## config.mk

```make
export PLATFORM = sky130hd
export DESIGN_NAME = if_fetch_unit
export DESIGN_NICKNAME = d
export VERILOG_FILES = /design/src/rtl/if_fetch_unit.sv
export SDC_FILE = /design/constraint.sdc
export NUM_CORES = 1
export LEC_CHECK = 0
export CORE_MARGIN = 1
export CORE_UTILIZATION = 34
export CTS_BUF_LIST = sky130_fd_sc_hd__clkbuf_16
export CTS_CLUSTER_DIAMETER = 60
export DETAILED_ROUTE_END_ITERATION = 16
export PLACE_DENSITY = 0.59
export SLEW_MARGIN = 20
export SYNTH_ARGS = -nofsm -noshare
export SYNTH_HDL_FRONTEND = slang
export SYNTH_SLANG_ARGS = --single-unit
```

## constraint.sdc

```tcl
create_clock -name clk -period 4.5 [get_ports clk]
set_clock_uncertainty 0.1 [all_clocks]
set_input_delay 1.125 -clock clk [delete_from_list [all_inputs] [get_ports clk]]
set_output_delay 1.125 -clock clk [all_outputs]
set_load 0.01 [all_outputs]
```

## src/rtl/if_fetch_unit.sv

```systemverilog
// Instruction-fetch stage: PC sequencing, IF/ID output register, stall buffer and redirect drain.
// Optional macro IF_FETCH_PERF_CNT_EN adds a delivered-instruction counter output fetch_cnt.
module if_fetch_unit #(
    parameter logic [31:0] RESET_PC = 32'h0000_3000
) (
    input  logic        clk,
    input  logic        reset,
    input  logic        stall,
    input  logic        redirect_valid,
    input  logic [31:0] redirect_pc,
    output logic        imem_req,
    output logic [31:0] imem_addr,
    input  logic        imem_ready,
    input  logic [31:0] imem_rdata,
    output logic        valid_out,
    output logic [31:0] instr,
    output logic [31:0] pc_out,
    output logic [31:0] PCadd4,
    output logic        addr_err
`ifdef IF_FETCH_PERF_CNT_EN
    ,
    output logic [31:0] fetch_cnt
`endif
);

    typedef enum logic [1:0] {
        FETCH = 2'd0,
        HOLD  = 2'd1,
        DRAIN = 2'd2
    } state_t;

    state_t      state_q, state_d;
    logic [31:0] pc_q, pc_d;
    logic [31:0] instr_q, instr_d;
    logic [31:0] pc_out_q, pc_out_d;
    logic [31:0] pcadd4_q, pcadd4_d;
    logic        valid_q, valid_d;
    logic        addr_err_q, addr_err_d;
    logic [31:0] buf_instr_q, buf_instr_d;
    logic [31:0] buf_pc_q, buf_pc_d;
    logic        buf_valid_q, buf_valid_d;

    // Requests are suppressed while reset is held so the first request follows deassertion.
    assign imem_req  = !reset && (state_q != HOLD);
    assign imem_addr = pc_q;
    assign valid_out = valid_q;
    assign instr     = instr_q;
    assign pc_out    = pc_out_q;
    assign PCadd4    = pcadd4_q;
    assign addr_err  = addr_err_q;

    always_ff @(posedge clk) begin
        if (reset) begin
            state_q     <= FETCH;
            pc_q        <= RESET_PC;
            instr_q     <= 32'h0;
            pc_out_q    <= 32'h0;
            pcadd4_q    <= 32'h0;
            valid_q     <= 1'b0;
            addr_err_q  <= 1'b0;
            buf_instr_q <= 32'h0;
            buf_pc_q    <= 32'h0;
            buf_valid_q <= 1'b0;
        end else begin
            state_q     <= state_d;
            pc_q        <= pc_d;
            instr_q     <= instr_d;
            pc_out_q    <= pc_out_d;
            pcadd4_q    <= pcadd4_d;
            valid_q     <= valid_d;
            addr_err_q  <= addr_err_d;
            buf_instr_q <= buf_instr_d;
            buf_pc_q    <= buf_pc_d;
            buf_valid_q <= buf_valid_d;
        end
    end

    always_comb begin
        state_d     = state_q;
        pc_d        = pc_q;
        instr_d     = instr_q;
        pc_out_d    = pc_out_q;
        pcadd4_d    = pcadd4_q;
        valid_d     = valid_q;
        addr_err_d  = 1'b0;
        buf_instr_d = buf_instr_q;
        buf_pc_d    = buf_pc_q;
        buf_valid_d = buf_valid_q;

        if (redirect_valid) begin
            pc_d        = {redirect_pc[31:2], 2'b00};
            valid_d     = 1'b0;
            buf_valid_d = 1'b0;
            addr_err_d  = |redirect_pc[1:0];
            unique case (state_q)
                // An outstanding request with no response yet must be drained first.
                FETCH:   state_d = imem_ready ? FETCH : DRAIN;
                HOLD:    state_d = FETCH;
                DRAIN:   state_d = imem_ready ? FETCH : DRAIN;
                default: state_d = FETCH;
            endcase
        end else begin
            unique case (state_q)
                FETCH: begin
                    if (imem_ready) begin
                        pc_d = pc_q + 32'd4;
                        if (stall) begin
                            buf_instr_d = imem_rdata;
                            buf_pc_d    = pc_q;
                            buf_valid_d = 1'b1;
                            state_d     = HOLD;
                        end else begin
                            instr_d  = imem_rdata;
                            pc_out_d = pc_q;
                            pcadd4_d = pc_q + 32'd4;
                            valid_d  = 1'b1;
                        end
                    end else if (!stall) begin
                        valid_d = 1'b0;
                    end
                end
                HOLD: begin
                    if (!stall) begin
                        instr_d     = buf_instr_q;
                        pc_out_d    = buf_pc_q;
                        pcadd4_d    = buf_pc_q + 32'd4;
                        valid_d     = buf_valid_q;
                        buf_valid_d = 1'b0;
                        state_d     = FETCH;
                    end
                end
                DRAIN: begin
                    // The response arriving here belongs to the abandoned address.
                    if (imem_ready) begin
                        state_d = FETCH;
                    end
                end
                default: state_d = FETCH;
            endcase
        end
    end

`ifdef IF_FETCH_PERF_CNT_EN
    logic        deliver;
    logic [31:0] fetch_cnt_q, fetch_cnt_d;

    assign deliver = !redirect_valid && !stall &&
                     (((state_q == FETCH) && imem_ready) || ((state_q == HOLD) && buf_valid_q));
    assign fetch_cnt_d = deliver ? fetch_cnt_q + 32'd1 : fetch_cnt_q;
    assign fetch_cnt   = fetch_cnt_q;

    always_ff @(posedge clk) begin
        if (reset) begin
            fetch_cnt_q <= 32'h0;
        end else begin
            fetch_cnt_q <= fetch_cnt_d;
        end
    end
`endif

endmodule
```

Word level (Yosys, flattened, before mapping)
Cells that the tools add are included.
{"block": "totals", "word_cells": 73, "output_inout_bits": 131, "input_bits": 69, "reg_bits": 197}
{"block": "classes", "eq_ne": 11, "n_bitwise": 1, "add_sub_neg": 2, "reduce_logical": 17, "mux": 31}
{"op": "2-to-1 mux 32 bit", "n": 12}
{"op": "case mux 32 bit (2 select lines)", "n": 3}
{"op": "adder 32 x 3 -> 32 bit (second input constant)", "n": 2}
{"op": "2-to-1 mux 2 bit", "n": 7}
{"op": "!= test 3 bit (second input constant)", "n": 4}
{"op": "AND reduction 4 bit", "n": 3}
{"op": "!= test 2 bit (second input constant)", "n": 4}
{"op": "OR reduction 2 bit", "n": 4}
{"op": "2-to-1 mux 1 bit", "n": 6}
{"op": "case mux 2 bit (3 select lines)", "n": 1}
{"op": "nonzero test 2 bit", "n": 3}
{"op": "AND reduction 5 bit", "n": 1}
{"op": "case mux 1 bit (2 select lines)", "n": 2}
{"op": "AND reduction 2 bit", "n": 2}
{"op": "AND reduction 3 bit", "n": 1}
{"op": "== test 2 x 1 -> 1 bit (second input constant)", "n": 1}
{"op": "== test 2 bit (second input constant)", "n": 1}
{"op": "zero test 2 bit", "n": 1}
{"op": "!= test 2 x 1 -> 1 bit (second input constant)", "n": 1}
{"op": "logical AND 1 bit", "n": 1}
{"op": "zero test 1 bit", "n": 1}
{"op": "NOT 1 bit", "n": 1}

Logic depth before layout (Yosys ltp)
Gate-level depths: netlist of the first run.
{"block": "depth", "ltp_word": 4, "ltp_mapped": 8, "depth_no_buf": 6}

Worst setup path before layout of the first run
OpenSTA, ideal clock, no wires.
{"block": "synth_path", "path_kind": "input port to output port", "from": "input port reset", "to": "output port imem_req", "arrival_ns": 2.049, "setup_slack_ns": 1.226, "path_stages": 4, "path_cell_list": "clkbuf_1 clkbuf_1 buf_1 nor2_1"}
{"block": "synth_via", "elab_chain_len": 2}
{"item": "from (decl)", "line_no": "7", "rtl": "input logic reset,"}
{"item": "zero test 1 bit", "line_no": "44", "rtl": "assign imem_req = !reset && (state_q != HOLD);"}
{"item": "logical AND 1 bit", "line_no": "44"}
{"item": "to (decl)", "line_no": "11", "rtl": "output logic imem_req,"}
No other way between the ends.

Final worst setup path of the first run
Ends and elaborated chain as after synthesis.

==> results of run 1 <==
layout make-up:
| type | instances | area share (%) |
|---|---|---|
| sequential | 189 | 32.2 |
| timing repair buffer | 206 | 17.6 |
| clock buffer | 17 | 3.62 |
| clock inverter | 15 | 1.33 |
| multi-input combinational | 889 | 41.5 |
| inverter | 7 | 0.224 |
| tap | 335 | 3.57 |
cell usage in the layout (no fill, tap or decap), types with 10 or more instances in the layout:
master	n
sky130_fd_sc_hd__a211oi_1	16
sky130_fd_sc_hd__a21oi_1	80
sky130_fd_sc_hd__a311oi_1	64
sky130_fd_sc_hd__buf_4	11
sky130_fd_sc_hd__clkbuf_16	17
sky130_fd_sc_hd__clkdlybuf4s50_1	192
sky130_fd_sc_hd__dfxtp_1	189
sky130_fd_sc_hd__nand2_1	296
sky130_fd_sc_hd__nand3_1	33
sky130_fd_sc_hd__nand4_1	22
sky130_fd_sc_hd__nor2_1	113
sky130_fd_sc_hd__nor3_1	55
sky130_fd_sc_hd__nor4_1	22
sky130_fd_sc_hd__o21ai_0	12
sky130_fd_sc_hd__o31a_1	11
sky130_fd_sc_hd__o31ai_1	11
sky130_fd_sc_hd__o32ai_1	10
sky130_fd_sc_hd__xnor2_1	28
sky130_fd_sc_hd__xor2_1	19
power by group:
part / internal (mW) / leakage [nW] / switching (mW)
clock network: 0.784 / 0.272 / 0.726
logic: 0.242 / 1.98 / 0.245
registers: 1.74 / 1.54 / 0.103
cells in the mapped netlist (11+ instances only):
cell	n	area share (%)
sky130_fd_sc_hd__nand3_1	34	1.8
sky130_fd_sc_hd__nand2_1	297	12
sky130_fd_sc_hd__nor4_1	23	1.6
sky130_fd_sc_hd__a211oi_1	16	1.3
sky130_fd_sc_hd__xor2_1	19	1.8
sky130_fd_sc_hd__o31a_1	11	1.0
sky130_fd_sc_hd__dfxtp_1	189	41
sky130_fd_sc_hd__nor3_1	55	3.0
sky130_fd_sc_hd__clkbuf_1	99	4.0
sky130_fd_sc_hd__a21oi_1	80	4.3
sky130_fd_sc_hd__o31ai_1	11	0.90
sky130_fd_sc_hd__nand4_1	22	1.5
sky130_fd_sc_hd__buf_2	22	1.2
sky130_fd_sc_hd__nor2_1	113	4.6
sky130_fd_sc_hd__xnor2_1	28	2.7
sky130_fd_sc_hd__o21ai_0	12	0.65
sky130_fd_sc_hd__a311oi_1	64	6.1
kinds of logic after synthesis:
| family | after synthesis | synth area share (%) |
|---|---|---|
| AOI/OAI and AO/OA | 233 | 17.9 |
| xor gates and xnor gates | 47 | 4.46 |
| adders and majority gates | 2 | 0.271 |
| buffers and inverters | 142 | 6.58 |
| DFF | 189 | 41.0 |
| muxes | 6 | 0.651 |
| other | 1 | 0.0407 |
| and+or+nand+nor | 595 | 29.0 |
how the worst min path moves through the flow:
stage                          startpoint               to
final                     buf_instr_q[23]  buf_instr_q[23]
after global routing       buf_instr_q[5]   buf_instr_q[5]
after CTS                 buf_instr_q[14]  buf_instr_q[14]
after detailed placement  buf_instr_q[11]  buf_instr_q[11]
after global placement    buf_instr_q[22]  buf_instr_q[22]
after floorplan            buf_instr_q[0]   buf_instr_q[0]
metal layers:
layer / track usage [%] / vias up
met5: 0 / -
met4: 6.44 / 0
met3: 3.42 / 32
met2: 30.1 / 289
met1: 31.2 / 4095
li1: - / 4448
per-stage QoR:
step | std cells | total power, mW
3_5_place_dp | 1626 | 2.37
4_1_cts | 1658 | 3.89
6_report | 1658 | 3.84
3_3_place_gp | 1626 | 2.37
2_1_floorplan | 1220 | 2.11
5_1_grt | 1658 | 4.01
critical path, cell delays in order:
cell and delay, ns:
sky130_fd_sc_hd__buf_4 0.15, sky130_fd_sc_hd__nor2_1 0.16, sky130_fd_sc_hd__clkdlybuf4s50_1 0.56
flip-flops by register name, indices dropped and copies added (netlist names):
signal / cells
buf_instr_q: 32
instr: 32
PCadd4: 30
buf_pc_q: 30
imem_addr: 30
pc_out: 30
state_q: 2
addr_err: 1
buf_valid_q: 1
valid_out: 1
==> flow_summary.json, run 1 <==
{
  "outcome": "finished, final reports clean",
  "io_pins": 200,
  "numClockSinks": 189,
  "timing.final.crit_share_pct": 71.7,
  "grt_pass1_vias": 7940,
  "crit_path_end_kind": "primary output",
  "ctsLongestPathBuffers": 2,
  "setup_viol": 0,
  "postSynthCellCount": 1215,
  "top_signal_layer_used": "met4",
  "area_growth_pct": 27.4,
  "crit-reg2reg-capture": "PCadd4[29]",
  "yosys_warnings": 0,
  "yosysSeqAreaShare_pct": 41.0,
  "grt_pass1_wl_um": 45700,
  "clk_latency_ns": 0.43,
  "synth.avg_cell_area_um2": 7.59,
  "post_cts_hold_buffer_count": 0,
  "timing.slew.headroom_pct": 26.1,
  "power_per_cell_area_nw_per_um2": 327,
  "setup.worst_path.end": "imem_req",
  "gp_routability_congestion": 0.840,
  "finalHoldViolations": 0,
  "worstMarginPinSlew_ns": 1.11,
  "aggregate_negative_setup_slack_ns": 0,
  "clkSlewWorstSetupHoldPaths_ns": 0.07,
  "ys_types": 61,
  "holdCritPathClass": "flop to flop",
  "max_cap_viol_count": 0,
  "grt_use_total_pct": 20.8,
  "timing.final.crit_period_ns": 3.22,
  "regToRegStartpoint": "imem_addr[14]",
  "root_buffer": "sky130_fd_sc_hd__clkbuf_16",
  "wl_met3_um": 1560,
  "tritoncts": "yes",
  "ys_dominant_reg_cell": "sky130_fd_sc_hd__dfxtp_1",
  "setup.worst_path.start_class": "input port",
  "route.detailed.wl_per_inst_um": 17.6,
  "cts.htree.levels": 4,
  "fmax_mhz": 310,
  "placeableCoreArea_um2": 26400,
  "count_of_cells_along_the_worst_register_to_register_path": 5,
  "drt-initial-drc-count": 760,
  "finalWorstSetupSlack_ns": 1.28,
  "async_reset_ff_share_pct": 0,
  "drtPass1Iterations": 4,
  "wirelength_um": 29200,
  "multi_input_area_um2": 4870,
  "crit_start": "reset",
  "fill_cells": 2669,
  "seq_area_um2": 3780,
  "cp_required_ns": 3.27,
  "hold_slack_ns": 0.355,
  "mappedNetlistArea_um2": 9220,
  "antennaDiodeCount": 0,
  "die_outline_area_um2": 27800,
  "initial_utilization_pct": 35.0,
  "vias_post_dr": 8864,
  "rsz0062_at_grt": "false",
  "post-route-util_pct": 44.6,
  "cts_inserted_buffers": 17,
  "grt_overflow_total": 0,
  "critical_path_arrival_ns": 2.00,
  "placement.cell_area_um2": 11200,
  "drv_slew": 0,
  "finish.net_count": 1381,
  "chipWidth_um": 167,
  "dp_hpwl_um": 19100,
  "cts.repair.resized": 0,
  "leakagePower_nw": 3.80,
  "wl_met1_um": 14700,
  "worstHoldPathCells": 2,
  "post_cts.repair.setup_buffers": 0,
  "synth-edff-count": 0,
  "critPathMaxFanout": 3,
  "via_per_inst": 5.35,
  "grt_max_degree": 163,
  "fp-row-count": 59,
  "drc_errors": 0,
  "max-vdd-ir-drop_mv": 0.249,
  "post_route_cells_drive_above_1_share_pct": 4.69,
  "worst_setup_slack_for_register_to_register_paths_ns": 1.56,
  "place_ws_ns": 1.10,
  "drtAntennaViolNets": 0,
  "worstSetupPathType": "input port to primary output",
  "postSynthRegisterBits": 189,
  "post_route_cell_area_um2": 11700,
  "count_of_port_buffers_added_during_placement": 193,
  "grt_antenna_before_repair": 0,
  "routed-wl-met2_um": 12400,
  "die_y_um": 167
}
No activity file was read; power rests on OpenSTA's default activity.
==> run 2: changes to the inputs <==
==> constraint.sdc (replaced) <==
create_clock -name clk -period 3.11 [get_ports clk]
set_clock_uncertainty 0.1 [all_clocks]
set_input_delay 0.7775 -clock clk [delete_from_list [all_inputs] [get_ports clk]]
set_output_delay 0.7775 -clock clk [all_outputs]
set_load 0.01 [all_outputs]
==> flow_summary.json, run 2 (synthesis results as in run 1) <==
{
  "root_buffer": "sky130_fd_sc_hd__clkbuf_16",
  "holdCritPathClass": "flop to flop",
  "die_y_um": 167,
  "area_growth_pct": 30.2,
  "vias_post_dr": 9069,
  "post_route_cell_area_um2": 12000,
  "crit_path_max_incr_delay_ns": 0.74,
  "timing.final.crit_share_pct": 87.3,
  "finalHoldViolations": 0,
  "critical_path.cell_chain": "clkdlybuf4s50_1",
  "drc_errors": 0,
  "drt-initial-drc-count": 808,
  "clk_latency_ns": 0.44,
  "cts_inserted_buffers": 17,
  "hold_slack_ns": 0.356,
  "setup_viol": 0,
  "finish.net_count": 1410,
  "timing.final.crit_period_ns": 2.71,
  "leakagePower_nw": 3.97,
  "critical_path_arrival_ns": 1.84,
  "initial_utilization_pct": 35.0,
  "die_outline_area_um2": 27800,
  "grtUsageMet3_pct": 3.16,
  "cp_required_ns": 2.23,
  "clkSlewWorstSetupHoldPaths_ns": 0.08,
  "drv_slew": 0,
  "post_cts.repair.setup_buffers": 0,
  "cpMaxStageDelayCell": "sky130_fd_sc_hd__dfxtp_1",
  "post_route_cells_drive_above_1_share_pct": 6.74,
  "critPathMaxFanout": 11,
  "layout.cells.most_common_list": "sky130_fd_sc_hd__nand2_1, sky130_fd_sc_hd__clkdlybuf4s50_1, sky130_fd_sc_hd__dfxtp_1, sky130_fd_sc_hd__nor2_1, sky130_fd_sc_hd__a21oi_1",
  "fill_cells": 2664,
  "max_cap_viol_count": 0,
  "met1_capacity_usage_during_global_routing_pct": 31.7,
  "outcome": "finished, final reports clean",
  "dp_hpwl_um": 20500,
  "wirelength_um": 29600,
  "numClockSinks": 189,
  "top_usage_layer": "met1",
  "critical_path_buf_inv_count": 1,
  "antennaDiodeCount": 0,
  "grt_antenna_before_repair": 0,
  "cts.repair.resized": 0,
  "worstHoldPathCells": 2,
  "placeableCoreArea_um2": 26400,
  "rsz0062_at_grt": "false",
  "power_per_cell_area_nw_per_um2": 466,
  "critical_path.top_delay_family": "flip-flops",
  "cts.htree.levels": 4,
  "count_of_port_buffers_added_during_placement": 193,
  "fmax_mhz": 368,
  "gp_routability_congestion": 0.843,
  "worstMarginPinSlew_ns": 1.09,
  "grt_overflow_total": 0,
  "mostFrequentLayoutCell": "sky130_fd_sc_hd__nand2_1",
  "via_per_inst": 5.38,
  "fp-row-count": 59,
  "post-route-util_pct": 45.6,
  "tritoncts": "yes",
  "placement.cell_area_um2": 11400,
  "worstSetupPathType": "flop to primary output",
  "timing.slew.headroom_pct": 27.2,
  "count_of_cells_along_the_worst_register_to_register_path": 6,
  "ctsLongestPathBuffers": 2,
  "max-vdd-ir-drop_mv": 0.265,
  "route.detailed.wl_per_inst_um": 17.6,
  "chipWidth_um": 167,
  "drtPass1Iterations": 5,
  "crit_path_end_kind": "primary output",
  "worst_setup_slack_for_register_to_register_paths_ns": 0.51,
  "grt_pass1_vias": 8076,
  "io_pins": 200,
  "groute.layer.met2.usage_pct": 30.2,
  "drtAntennaViolNets": 0,
  "setup.worst_path.start_class": "flop",
  "aggregate_negative_setup_slack_ns": 0,
  "post_cts_hold_buffer_count": 0,
  "grt_pass1_wl_um": 46300,
  "grt_use_total_pct": 20.9,
  "path_depth": 1,
  "grt_max_degree": 96
}
[run 2: cell count changes in the layout (fill, tap and decap cells not counted), sizes merged]
cell      change
bufinv        -1
inv           +3
clkinvlp      -3
buf          +29
[run 2: worst paths after layout]
check | from | end
worst max-delay path | imem_addr[22] | imem_addr[22]
worst min-delay path | buf_instr_q[20] | buf_instr_q[20]
worst max register to register | imem_addr[2] | imem_addr[28]
worst min register to register | buf_instr_q[20] | buf_instr_q[20]
[run 2: tightest hold or removal path: cells and delay by family (launching register included)]
kind,cells,cell delay [ns]
flip-flops,1,0.31
AND/OR/NAND/NOR,1,0.05
AO/OA/AOI/OAI,1,0.05
[run 2: routing by layer]
| metal | up-vias | share of wire, % |
|---|---|---|
| li1 | 4494 | - |
| met1 | 4255 | 50 |
| met2 | 298 | 43 |
| met3 | 22 | 5.6 |
| met4 | 0 | 1.4 |
| met5 | - | 0 |
[run 2: final cells by class]
class                           count  area [µm²]  area share [%]
Multi-Input combinational cell    889        4870            40.6
Sequential cell                   189        3780            31.5
Timing Repair Buffer              235        2330            19.4
Clock buffer                       17         425            3.54
Tap cell                          335         419            3.49
Clock inverter                     14         150            1.25
Inverter                            7        26.3           0.219
[run 2: through the flow]
stage | worst slack, ns | std cells | power [mW]
final | 0.396 | 1686 | 5.59
after global routing | 0.310 | 1686 | 5.81
after CTS | 0.460 | 1686 | 5.63
after detailed placement | 0.156 | 1655 | 3.47
after global placement | 0.200 | 1655 | 3.46
after floorplan | 0.531 | 1220 | 3.06
[run 2: where the power goes]
part           total (mW)  switching [mW]  internal, mW  leakage (nW)
logic               0.767           0.389         0.378          2.15
clock network        2.18            1.10          1.08         0.278
registers            2.65           0.124          2.52          1.54
total                5.59            1.62          3.98          3.97
==> run 3: changes to the inputs <==
--- a/config.mk
+++ b/config.mk
@@ -7,7 +7,6 @@
 export LEC_CHECK = 0
 export CORE_MARGIN = 1
 export CORE_UTILIZATION = 34
-export CTS_BUF_LIST = sky130_fd_sc_hd__clkbuf_16
 export CTS_CLUSTER_DIAMETER = 60
 export DETAILED_ROUTE_END_ITERATION = 16
 export PLACE_DENSITY = 0.59
==> results of run 3 <==
Final layout, timing and power as in run 2 (identical DEF).
